### config.mk
export PLATFORM = sky130hd
export DESIGN_NAME = lane_renderer_flat
export DESIGN_NICKNAME = d
export VERILOG_FILES = /design/src/rtl/lane_renderer_if.sv /design/src/rtl/lane_renderer.sv /design/src/flat_wrapper.sv
export SDC_FILE = /design/constraint.sdc
export NUM_CORES = 1
export LEC_CHECK = 0
export CAP_MARGIN = 20
export CORE_AREA = 2 2 764 766
export CTS_BUF_LIST = sky130_fd_sc_hd__clkbuf_16
export CTS_CLUSTER_DIAMETER = 30
export DETAILED_ROUTE_END_ITERATION = 6
export DIE_AREA = 0 0 766 768
export HOLD_SLACK_MARGIN = 0.03
export SLEW_MARGIN = 20
export SYNTH_ARGS = -nofsm -noshare
export SYNTH_HDL_FRONTEND = slang
export SYNTH_SLANG_ARGS = --single-unit
### constraint.sdc
create_clock -name clk -period 2.8 [get_ports clk]
set_input_delay 0.28 -clock clk [delete_from_list [all_inputs] [get_ports clk]]
set_output_delay 0.28 -clock clk [all_outputs]
set_load 0.03 [all_outputs]
### src/rtl/lane_renderer_if.sv
// lane_renderer_if: pixel request in, colour word out.
// The renderer is the slave. The pixel scanner and the vgac sink are the master.
interface lane_renderer_if;
  logic        pix_req;
  logic [9:0]  x;
  logic [8:0]  y;
  logic [11:0] color;
  logic        color_valid;

  modport master (output pix_req, output x, output y, input color, input color_valid);
  modport slave  (input pix_req, input x, input y, output color, output color_valid);
endinterface

### src/rtl/lane_renderer.sv
// lane_renderer: parametrised N-lane rhythm playfield colour generator.
// Fixed 2-cycle latency. There is no stall. Each lane has a hit-flash timer counted in frames.
// Optional feature: define MISS_FLASH_EN for per-lane miss flags. A lane with its flag set flashes blue instead of grey.
module lane_renderer #(
  parameter int unsigned LANES        = 4,
  parameter int unsigned LEFT_X       = 50,
  parameter int unsigned LANE_W       = 100,
  parameter int unsigned BORDER_W     = 6,
  parameter int unsigned JUDGE_Y      = 440,
  parameter int unsigned TRACK_H      = 480,
  parameter int unsigned FLASH_FRAMES = 6
) (
  input  logic                     clk,
  input  logic                     rst,
  lane_renderer_if.slave           pix,
  input  logic [LANES-1:0]         keys,
  input  logic [LANES*TRACK_H-1:0] notes,
  input  logic [LANES-1:0]         hit,
  input  logic [LANES-1:0]         miss
);
  localparam int unsigned PITCH   = LANE_W + BORDER_W;
  localparam int unsigned RIGHT_X = LEFT_X + LANES*PITCH + BORDER_W - 1;
  localparam int unsigned KEY_Y   = JUDGE_Y + BORDER_W;
  localparam logic [3:0]  FLASH_LOAD = 4'(FLASH_FRAMES);

  typedef enum logic [1:0] {REG_OUT, REG_BORDER, REG_KEY, REG_NOTE} region_e;

  logic [3:0]       flash_q [LANES];
  logic [3:0]       flash_d [LANES];
  logic [LANES-1:0] miss_flag;
  logic             frame_start;

  region_e      region_d, region_q;
  logic         v1_d, v1_q, key_d, key_q, note_d, note_q;
  logic         flash_nz_d, flash_nz_q, missf_sel_d, missf_sel_q;
  logic         v2_d, v2_q;
  logic [11:0]  color_d, color_q;
  logic [31:0]  xu, yu;
  logic [TRACK_H-1:0] lane_bits;

  assign frame_start = pix.pix_req && (pix.x == '0) && (pix.y == '0);

`ifdef MISS_FLASH_EN
  logic [LANES-1:0] missf_q, missf_d;

  // Miss flag: a miss sets the flag and a hit clears it. The flag also drops when the timer runs out.
  always_comb begin
    missf_d = missf_q;
    for (int unsigned i = 0; i < LANES; i++) begin
      if (miss[i]) missf_d[i] = 1'b1;
      if (hit[i]) missf_d[i] = 1'b0;
      if (flash_d[i] == '0) missf_d[i] = 1'b0;
    end
  end

  // Miss flag storage
  always_ff @(posedge clk) begin
    if (rst) missf_q <= '0;
    else     missf_q <= missf_d;
  end

  assign miss_flag = missf_q;
`else
  logic miss_unused;
  assign miss_unused = ^miss;
  assign miss_flag   = '0;
`endif

  // Flash timers: a load beats a decrement in the same cycle, and the count holds at zero
  always_comb begin
    for (int unsigned i = 0; i < LANES; i++) begin
      flash_d[i] = flash_q[i];
      if (frame_start && flash_q[i] != '0) flash_d[i] = flash_q[i] - 4'd1;
`ifdef MISS_FLASH_EN
      if (miss[i]) flash_d[i] = FLASH_LOAD;
`endif
      if (hit[i]) flash_d[i] = FLASH_LOAD;
    end
  end

  // Stage 1: classify the pixel with per-lane parallel comparators and capture that lane's attributes
  always_comb begin
    xu          = {22'd0, pix.x};
    yu          = {23'd0, pix.y};
    v1_d        = pix.pix_req;
    region_d    = REG_OUT;
    key_d       = 1'b0;
    note_d      = 1'b0;
    flash_nz_d  = 1'b0;
    missf_sel_d = 1'b0;
    lane_bits   = '0;
    for (int unsigned i = 0; i < LANES; i++) begin
      if (xu >= LEFT_X + i*PITCH + BORDER_W && xu < LEFT_X + i*PITCH + BORDER_W + LANE_W) begin
        lane_bits   = notes[i*TRACK_H +: TRACK_H];
        key_d       = keys[i];
        flash_nz_d  = (flash_q[i] != '0);
        missf_sel_d = miss_flag[i];
        if (yu >= KEY_Y) begin
          region_d = REG_KEY;
        end else if (yu < JUDGE_Y) begin
          region_d = REG_NOTE;
          note_d   = (yu < TRACK_H) && lane_bits[pix.y];
        end
      end
    end
    // Border columns and the judge line override whatever lane classification was made above
    for (int unsigned i = 0; i <= LANES; i++) begin
      if (xu >= LEFT_X + i*PITCH && xu < LEFT_X + i*PITCH + BORDER_W) region_d = REG_BORDER;
    end
    if (yu >= JUDGE_Y && yu < KEY_Y && xu >= LEFT_X && xu <= RIGHT_X) region_d = REG_BORDER;
  end

  // Stage 2: resolve the colour priority from the stage-1 attributes
  always_comb begin
    v2_d    = v1_q;
    color_d = 12'h000;
    if (v1_q) begin
      unique case (region_q)
        REG_BORDER: color_d = 12'hFFF;
        REG_KEY:    color_d = key_q ? 12'h777 : 12'h444;
        REG_NOTE: begin
          if (note_q)          color_d = 12'hF00;
          else if (flash_nz_q) color_d = missf_sel_q ? 12'h00F : 12'hCCC;
          else                 color_d = key_q ? 12'h777 : 12'h000;
        end
        default:    color_d = 12'h000;
      endcase
    end
  end

  // Pipeline and flash-timer registers
  always_ff @(posedge clk) begin
    if (rst) begin
      for (int unsigned i = 0; i < LANES; i++) flash_q[i] <= '0;
      v1_q        <= 1'b0;
      region_q    <= REG_OUT;
      key_q       <= 1'b0;
      note_q      <= 1'b0;
      flash_nz_q  <= 1'b0;
      missf_sel_q <= 1'b0;
      v2_q        <= 1'b0;
      color_q     <= 12'h000;
    end else begin
      for (int unsigned i = 0; i < LANES; i++) flash_q[i] <= flash_d[i];
      v1_q        <= v1_d;
      region_q    <= region_d;
      key_q       <= key_d;
      note_q      <= note_d;
      flash_nz_q  <= flash_nz_d;
      missf_sel_q <= missf_sel_d;
      v2_q        <= v2_d;
      color_q     <= color_d;
    end
  end

  assign pix.color       = color_q;
  assign pix.color_valid = v2_q;
endmodule
### src/flat_wrapper.sv
// flat-port wrapper written by rule: the top's interface ports become plain ports
module lane_renderer_flat 
#(
  parameter int unsigned LANES        = 4,
  parameter int unsigned LEFT_X       = 50,
  parameter int unsigned LANE_W       = 100,
  parameter int unsigned BORDER_W     = 6,
  parameter int unsigned JUDGE_Y      = 440,
  parameter int unsigned TRACK_H      = 480,
  parameter int unsigned FLASH_FRAMES = 6
)
  (clk, rst, keys, notes, hit, miss, pix_pix_req, pix_x, pix_y, pix_color, pix_color_valid);
  lane_renderer_if pix_i ();
  input  logic clk;
  input  logic rst;
  input  logic [LANES-1:0] keys;
  input  logic [LANES*TRACK_H-1:0] notes;
  input  logic [LANES-1:0] hit;
  input  logic [LANES-1:0] miss;
  input wire logic [$bits(pix_i.pix_req)-1:0] pix_pix_req;
  input wire logic [$bits(pix_i.x)-1:0] pix_x;
  input wire logic [$bits(pix_i.y)-1:0] pix_y;
  output wire logic [$bits(pix_i.color)-1:0] pix_color;
  output wire logic [$bits(pix_i.color_valid)-1:0] pix_color_valid;
  assign pix_i.pix_req = pix_pix_req;
  assign pix_i.x = pix_x;
  assign pix_i.y = pix_y;
  assign pix_color = pix_i.color;
  assign pix_color_valid = pix_i.color_valid;
  lane_renderer #(.LANES(LANES), .LEFT_X(LEFT_X), .LANE_W(LANE_W), .BORDER_W(BORDER_W), .JUDGE_Y(JUDGE_Y), .TRACK_H(TRACK_H), .FLASH_FRAMES(FLASH_FRAMES)) u_core (.clk(clk), .rst(rst), .pix(pix_i), .keys(keys), .notes(notes), .hit(hit), .miss(miss));
endmodule
[Word-level counts from Yosys, hierarchy flattened]
Memory sizes are Yosys's and may differ from the RTL's.
Cells that the tools add are included.
W data, S select, Z words.
Cells by class
  $add $sub $neg: 4
  $lt $le $gt $ge: 25
  equality and inequality tests: 3
  muxes and demuxes: 66
  bitwise operators: 5
  reductions and logical operators: 30
Operator list (count)
  $lt A10 B9 Y1 const B: 6
  $ge A10 B9 Y1 const B: 5
  $mux W4: 12
  $bmux W1 S9: 4
  $pmux W12 S3: 1
  $mux W1: 33
  $lt A9 B9 Y1 const B: 3
  $mux W12: 2
  $mux W2: 12
  $logic_and A1 B1 Y1: 22
  $ge A10 B6 Y1 const B: 2
  $ge A10 B8 Y1 const B: 2
  $lt A10 B8 Y1 const B: 2
  $ge A9 B9 Y1 const B: 2
  $reduce_bool A4 Y1: 4
  $sub A4 B1 Y4 const B: 4
  $mux W11: 1
  $le A10 B9 Y1 const B: 1
  $logic_not A10 Y1: 1
  $lt A10 B6 Y1 const B: 1
  $lt A9 B10 Y1 const B: 1
  $mux W10: 1
  $logic_not A9 Y1: 1
  $reduce_or A7 Y1: 1
  5 further kinds: 9
Word-level totals
  register bits after elaboration: 19
  RAM bits: 16
  bits of input ports: 1954
  output and inout bits: 13
  word-level logic and storage cells: 142
  memories kept: 1
Memory list
  u_core.flash_q: words 4, width 4, rd ports 4, clocked after memory_dff 0, write ports 4, RTL line lane_renderer.sv:28  | logic [3:0] flash_q [LANES];

[Longest topological paths before layout]
Gate-level depths: netlist (run 1).
  word-level depth: 19
  mapped depth: 13
  mapped depth without buffers: 8

[Worst setup path after synthesis (run 1)]
OpenSTA, ideal clock, no wires.
  path kind: input port to flip-flop
  start point: input port pix_y[2]
  end point: register u_core.note_q
  library setup time: 0.140 ns
  arrival time: 2.504 ns
  data required time: 2.660 ns
  setup slack: 0.157 ns
  stages: 10
  path buffers: 4
  cells stage by stage: buf_2 buf_4 buf_2 buf_1 mux4_2 mux2_2 o211ai_1 o221ai_1 a2111oi_1 a2111oi_2
On the way
  cells in the longest elaborated chain, start to end: 15
  elaborated cells on any way between the ends: 27
  classes of those cells: 3 x order compare; 20 x mux; 4 x reduce/logical
RTL lines
  start, declared: RTL line flat_wrapper.sv:22  | input wire logic [$bits(pix_i.y)-1:0] pix_y;
  $bmux W1 S9: RTL line lane_renderer.sv:102  | note_d = (yu < TRACK_H) && lane_bits[pix.y];
  $mux W1 (not written as such): RTL line lane_renderer.sv:102
  $logic_and A1 B1 Y1: RTL line lane_renderer.sv:102
  $mux W1: RTL line lane_renderer.sv:100  | end else if (yu < JUDGE_Y) begin
  $mux W1: RTL line lane_renderer.sv:98  | if (yu >= KEY_Y) begin
  $mux W1: RTL line lane_renderer.sv:93  | if (xu >= LEFT_X + i*PITCH + BORDER_W && xu < LEFT_X + i*PITCH + BORDER_W + LANE_W) begin
  $mux W1: RTL line lane_renderer.sv:100
  $mux W1: RTL line lane_renderer.sv:98
  $mux W1: RTL line lane_renderer.sv:93
  $mux W1: RTL line lane_renderer.sv:100
  $mux W1: RTL line lane_renderer.sv:98
  $mux W1: RTL line lane_renderer.sv:93
  $mux W1: RTL line lane_renderer.sv:100
  $mux W1: RTL line lane_renderer.sv:98
  $mux W1 *: RTL line lane_renderer.sv:93
  end signal, assigned: RTL line lane_renderer.sv:148  | note_q <= note_d;
  end, declared: RTL line lane_renderer.sv:34  | logic v1_d, v1_q, key_d, key_q, note_d, note_q;
Mark *: on every way between the ends. The rest lies on a longest branch, timed or not. The select of a mux whose other input is x is not followed.
A chain may end at the register's enable or synchronous reset.

[Worst setup path in the final report (run 1)]
  start point: input port pix_y[0]
  end point: register u_core.note_q
The elaborated chain is that of the path after synthesis.

==> results of run 1 <==
critical path: stages:
cell and delay (ns):
buf_16 0.19, buf_16 0.21, buf_4 0.17, mux4_2 0.54
mux4_2 0.49, nand2_1 0.08, a311o_1 0.29, buf_12 0.16
nand3_1 0.13, nor4_4 0.51, or4_4 0.24, a2111oi_4 0.04
per-stage QoR:
stage | utilization | setup TNS (ns) | worst slack, ns | power, mW
final | 0.0928 | -0.408 | -0.408 | 9.81
after global routing | 0.0927 | -0.478 | -0.478 | 10.4
after CTS | 0.0922 | -0.405 | -0.405 | 10.2
after detailed placement | 0.0893 | -6.86 | -1.85 | 9.18
after global placement | 0.0893 | -7.45 | -1.96 | 9.19
after floorplan | - | 0 | 0.157 | 2.74
synthesized netlist by cell type, types with 20 or more instances:
| master | instances |
|---|---|
| a21oi_1 | 63 |
| a221oi_1 | 22 |
| a22oi_1 | 68 |
| buf_2 | 31 |
| buf_4 | 45 |
| buf_6 | 53 |
| clkbuf_1 | 35 |
| dfxtp_1 | 29 |
| mux2i_1 | 122 |
| mux4_1 | 33 |
| mux4_2 | 432 |
| nand2_1 | 93 |
| nor2_1 | 55 |
| nor3_1 | 31 |
| o21ai_0 | 28 |
| o221ai_1 | 20 |
kinds of logic after synthesis:
kind of cell / synth area share
xor gates and xnor gates: 0.00538
DFF: 0.0324
muxes: 0.666
and+or+nand+nor: 0.0700
adders and majority gates: 0.00349
AOI/OAI and AO/OA: 0.132
buffers and inverters: 0.0913
cell type report:
class                      count  area share
antenna                       67     0.00312
clock buffer                   5     0.00232
clock inverter                 3    0.000325
inverter                      19     0.00158
multi-input combinational   1199       0.310
sequential                    29      0.0108
tap                         7755       0.180
timing repair buffer        2543       0.492
metal layers:
metal	wire [um]	share of wire
met3	23600	0.074
met5	331	0.0010
met2	156000	0.49
met1	127000	0.40
met4	11100	0.035
repair_timing:
| action | 4_1_cts | 5_1_grt |
|---|---|---|
| pin swaps | 33 | 12 |
| setup buffers | 41 | 3 |
| cloned | 7 | 1 |
| resized for setup | 184 | 33 |
| setup endpoints to repair | 5 | 4 |
state kept, by name, summed over array words and instances (netlist names):
register and cells:
u_core.note_q 1, u_core.flash_q 16, u_core.key_q 1, u_core.pix.color 6, u_core.region_q 2, u_core.flash_nz_q 1
u_core.v1_q 1, u_core.pix.color_valid 1
worst paths after layout:
path         cells after the start  slack, ns                     end
max                             12      -0.41           u_core.note_q
min                              1       0.51  u_core.pix.color_valid
max reg2reg                      7       1.43    u_core.flash_q[3][2]
min reg2reg                      1       0.51  u_core.pix.color_valid
power groups by stage:
| stage | clock network (mW) | logic, mW | registers [mW] |
|---|---|---|---|
| after global routing | 0.653 | 9.26 | 0.456 |
| final | 0.601 | 8.75 | 0.453 |
| after CTS | 0.640 | 9.11 | 0.454 |
| after detailed placement | 0 | 8.71 | 0.463 |
| after floorplan | 0 | 2.28 | 0.456 |
| after global placement | 0 | 8.73 | 0.463 |
==> flow_metrics.tcl, run 1 <==
set metrics [dict create \
    cts_tree "built" \
    dieArea_sq_um 588000 \
    dp_cells 11499 \
    cp_max_fo 9 \
    fp.dieH_um 768 \
    first_pass_iters 5 \
    synth_area_leaders "mux4_2 54%, mux2i_1 6.8%, mux4_1 4.8%" \
    p_int_mw 5.74 \
    seqCellArea_sq_um 581 \
    grt_pass1_wl_um 380000 \
    portBuffers 1962 \
    cap_viol_max_count 0 \
    grt_overflow_total 0 \
    drcViolationCount 0 \
    numCtsBuffers 5 \
    post-route-period-util 1.15 \
    arrival_ns 3.41 \
    die_w_um 766 \
    crit_path_end_kind "register" \
    setup_slack_ns -0.408 \
    clockPowerShare 0.061 \
    drv_slew 0 \
    syn_area_sq_um 17900 \
    cp-startpoint "pix_y[0]" \
    ys_types 88 \
    cts_sinks 29 \
    synth.ff_latch_count 29 \
    grt_pass1_vias 29170 \
    initial_core_util 0.0309 \
    final_cell_count_no_fill 11620 \
    final_common_cell "clkdlybuf4s50_1" \
    yosys.area.top_type_share 0.543 \
    wl_per_cell_um 27.4 \
    ir_drop_v 0.000264 \
    crit_type "in2reg" \
    htree_levels 2 \
    hp-class "reg2reg" \
    clockRootBuffer "clkbuf_16" \
    synthToLayoutAreaGrowth_pct 201 \
    tightestPinTransition_ns 0.873 \
    pwr-share-seq 0.046 \
    clkTransAtPathRegs_ns 0.09 \
    grt_setup_unrepaired "yes" \
    hpwl_um 291000 \
    layout_common_cells "1953 x clkdlybuf4s50_1, 434 x mux4_2, 376 x buf_4, 148 x buf_12, 106 x mux2i_1" \
    power_density_nw_per_um2 182 \
    fin_area_sq_um 53800 \
    relSlewSlack 0.416 \
    async_reset_ff_frac 0 \
    vias_per_cell 2.32 \
    skew_ns 0.0348 \
    grt_usage 0.104 \
    synth_top_area_cell "mux4_2" \
    p_switching_mw 4.07 \
    worst-endpoint-required_ns 3.00 \
    multi_input_area_sq_um 16700 \
    fmax_ghz 0.312 \
    comb_power_share 0.893 \
    yosys_warnings 0 \
    setup_viol 1 \
    vias 26977 \
    fin_nets 5756 \
    clockBufferDepth 2 \
    place_area_sq_um 51800 \
    worstSkewPairLatency_ns 0.32 \
    syn_nets 3396 \
    r2r_start "u_core.flash_q[3][0]" \
    ios 1967 \
    outcome "complete, but fails checks" \
    grt_antenna_before_repair 182 \
    violations "setup timing" \
    seq_area_frac_synth 0.0324 \
    fin_hold_ws_ns 0.509 \
    gp_congestion 0.887 \
    p_leak_nw 16.9 \
    syn_inst 1437 \
    min_period_ns 3.21 \
    use_met3 0.0279 \
    grt_max_degree 31 \
    netSwitchingFraction 0.415 \
    nFillCells 66952 \
    worstSetupStartpointType "primary input" \
    grt_busiest_layer "met2" \
    met2_usage 0.183 \
    use_met1 0.122 \
    drive_gt1_frac 0.316 \
    first_iter_violations 1797 \
    hold_violations 0 \
    ys_dominant_reg_cell "dfxtp_1" \
    holdCritStartpoint "u_core.v1_q" \
    synth_edf_count 0 \
    fp.coreArea_sq_um 580000 \
    wirelength_um 319000 \
    avgSynthCellArea_sq_um 12.5 \
    rows 280 \
    cts_hold_buf 0 \
    drtAntennaViolNets 0 \
]
(Power assumes the default switching activity.)
==> run 2: changes to the inputs <==
--- a/config.mk
+++ b/config.mk
@@ -11,6 +11,7 @@
 export CTS_CLUSTER_DIAMETER = 30
 export DETAILED_ROUTE_END_ITERATION = 6
 export DIE_AREA = 0 0 766 768
+export GPL_ROUTABILITY_DRIVEN = 0
 export HOLD_SLACK_MARGIN = 0.03
 export SLEW_MARGIN = 20
 export SYNTH_ARGS = -nofsm -noshare
==> flow_metrics.tcl, run 2 (synthesized netlist as in run 1, its figures left out) <==
set metrics [dict create \
    outcome "complete, but fails checks" \
    violations "antenna rules, setup timing" \
    cp_max_fo 11 \
    cts_sinks 29 \
    post-route-period-util 1.13 \
    power_density_nw_per_um2 181 \
    tightestPinTransition_ns 0.797 \
    arrival_ns 3.40 \
    first_iter_violations 1745 \
    synthToLayoutAreaGrowth_pct 201 \
    r2r_slack_ns 1.38 \
    setup_viol 1 \
    fmax_ghz 0.315 \
    fin_hold_ws_ns 0.536 \
    ios 1967 \
    wirelength_um 317000 \
    drive_gt1_frac 0.312 \
    largest_register "u_core.flash_q" \
    seqCellArea_sq_um 581 \
    vias_per_cell 2.36 \
    hold_violations 0 \
    dp_cells 11483 \
    initial_core_util 0.0309 \
    grt_antenna_before_repair 205 \
    first_pass_iters 5 \
    nFillCells 66978 \
    grt_setup_unrepaired "yes" \
    drtAntennaViolNets 1 \
    grt_usage 0.103 \
    portBuffers 1962 \
    drv_slew 0 \
    layout_common_cells "1952 x clkdlybuf4s50_1, 433 x mux4_2, 370 x buf_4, 150 x buf_12, 107 x mux2i_1" \
    finalPower_mw 9.76 \
    grt_pass1_vias 29533 \
    hpwl_um 290000 \
    p_leak_nw 16.9 \
    worst-endpoint-required_ns 3.03 \
    die_w_um 766 \
    clockBufferDepth 2 \
    fp.coreArea_sq_um 580000 \
    wl_per_cell_um 27.2 \
    min_period_ns 3.17 \
    numCtsBuffers 5 \
    fin_nets 5749 \
    final_common_cell "clkdlybuf4s50_1" \
    setup_slack_ns -0.370 \
    crit_path_end_kind "register" \
    cap_viol_max_count 0 \
    relSlewSlack 0.469 \
    fin_setup_tns_ns -0.370 \
    vias 27539 \
    cts_tree "built" \
    htree_levels 2 \
    skew_ns 0.0343 \
    ir_drop_v 0.000163 \
    worstSkewPairLatency_ns 0.32 \
    clockRootBuffer "clkbuf_16" \
    grt_overflow_total 0 \
    final_cell_count_no_fill 11654 \
    clkTransAtPathRegs_ns 0.10 \
    fp.dieH_um 768 \
    worstSetupStartpointType "primary input" \
    crit_type "in2reg" \
    grt_pass1_wl_um 378000 \
    rows 280 \
    hp-class "reg2reg" \
    largest_reg_flops 16 \
    drcViolationCount 0 \
    dieArea_sq_um 588000 \
    multi_input_area_sq_um 16700 \
    grt_max_degree 44 \
]
## run 2: cell count changes in the layout (fill, tap and decap cells not counted), moves of 3 or more
cell	before	now
nor3_2	6	3
mux2i_2	10	6
diode_2	67	108
mux2i_4	6	9
nor3_1	24	27
a211oi_2	6	3
buf_4	376	370
a22oi_1	52	56
a22oi_2	16	12
o221ai_4	1	4
## run 2: cell type report
cell class | count | area share
antenna | 108 | 0.00501
clock buffer | 5 | 0.00232
clock inverter | 3 | 0.000325
inverter | 19 | 0.00167
multi-input combinational | 1199 | 0.310
sequential | 29 | 0.0108
tap | 7755 | 0.180
timing repair buffer | 2536 | 0.490
## run 2: layer usage
layer / wire length (um) / global-route usage
met5: 372 / 0.000244
met4: 13700 / 0.0372
met3: 24400 / 0.0262
met2: 154000 / 0.180
met1: 124000 / 0.120
## run 2: where the power goes
part	internal (mW)	total, mW	switching, mW
clock network	0.328	0.617	0.289
registers	0.430	0.455	0.0246
logic	4.95	8.69	3.74
## run 2: worst paths after layout
kind                                            from                endpoint  cells after the start
worst max-delay path                        pix_y[0]           u_core.note_q                     14
worst min-delay path                     u_core.v1_q  u_core.pix.color_valid                      1
worst max register to register  u_core.flash_q[3][0]    u_core.flash_q[3][2]                      7
worst min register to register           u_core.v1_q  u_core.pix.color_valid                      1
## run 2: through the flow
stage / worst slack, ns / util / cell area (sq um)
finish: -0.370 / 0.0930 / 53900
global route: -0.424 / 0.0928 / 53800
CTS: -0.376 / 0.0921 / 53400
detailed placement: -2.09 / 0.0890 / 51600
global placement: -2.97 / 0.0889 / 51500
floorplan: 0.157 / - / 17900
## run 2: critical path: stages
cell and delay (ns):
buf_16 0.14, buf_16 0.18, buf_16 0.17, buf_6 0.21, buf_4 0.18, mux4_2 0.33, a22oi_1 0.15, buf_6 0.19
a221oi_2 0.28, buf_4 0.16, a311oi_1 0.04, o21ba_1 0.19, or4_4 0.43, a2111oi_4 0.34
## run 2: timing repair
| item | in CTS | in global routing |
|---|---|---|
| pin swaps | 35 | 21 |
| gates resized for setup | 191 | 33 |
| hold buffers | 0 | 0 |
| endpoints found under the setup margin | 3 | 4 |
| setup buffers | 39 | 11 |
| gates cloned | 9 | 0 |
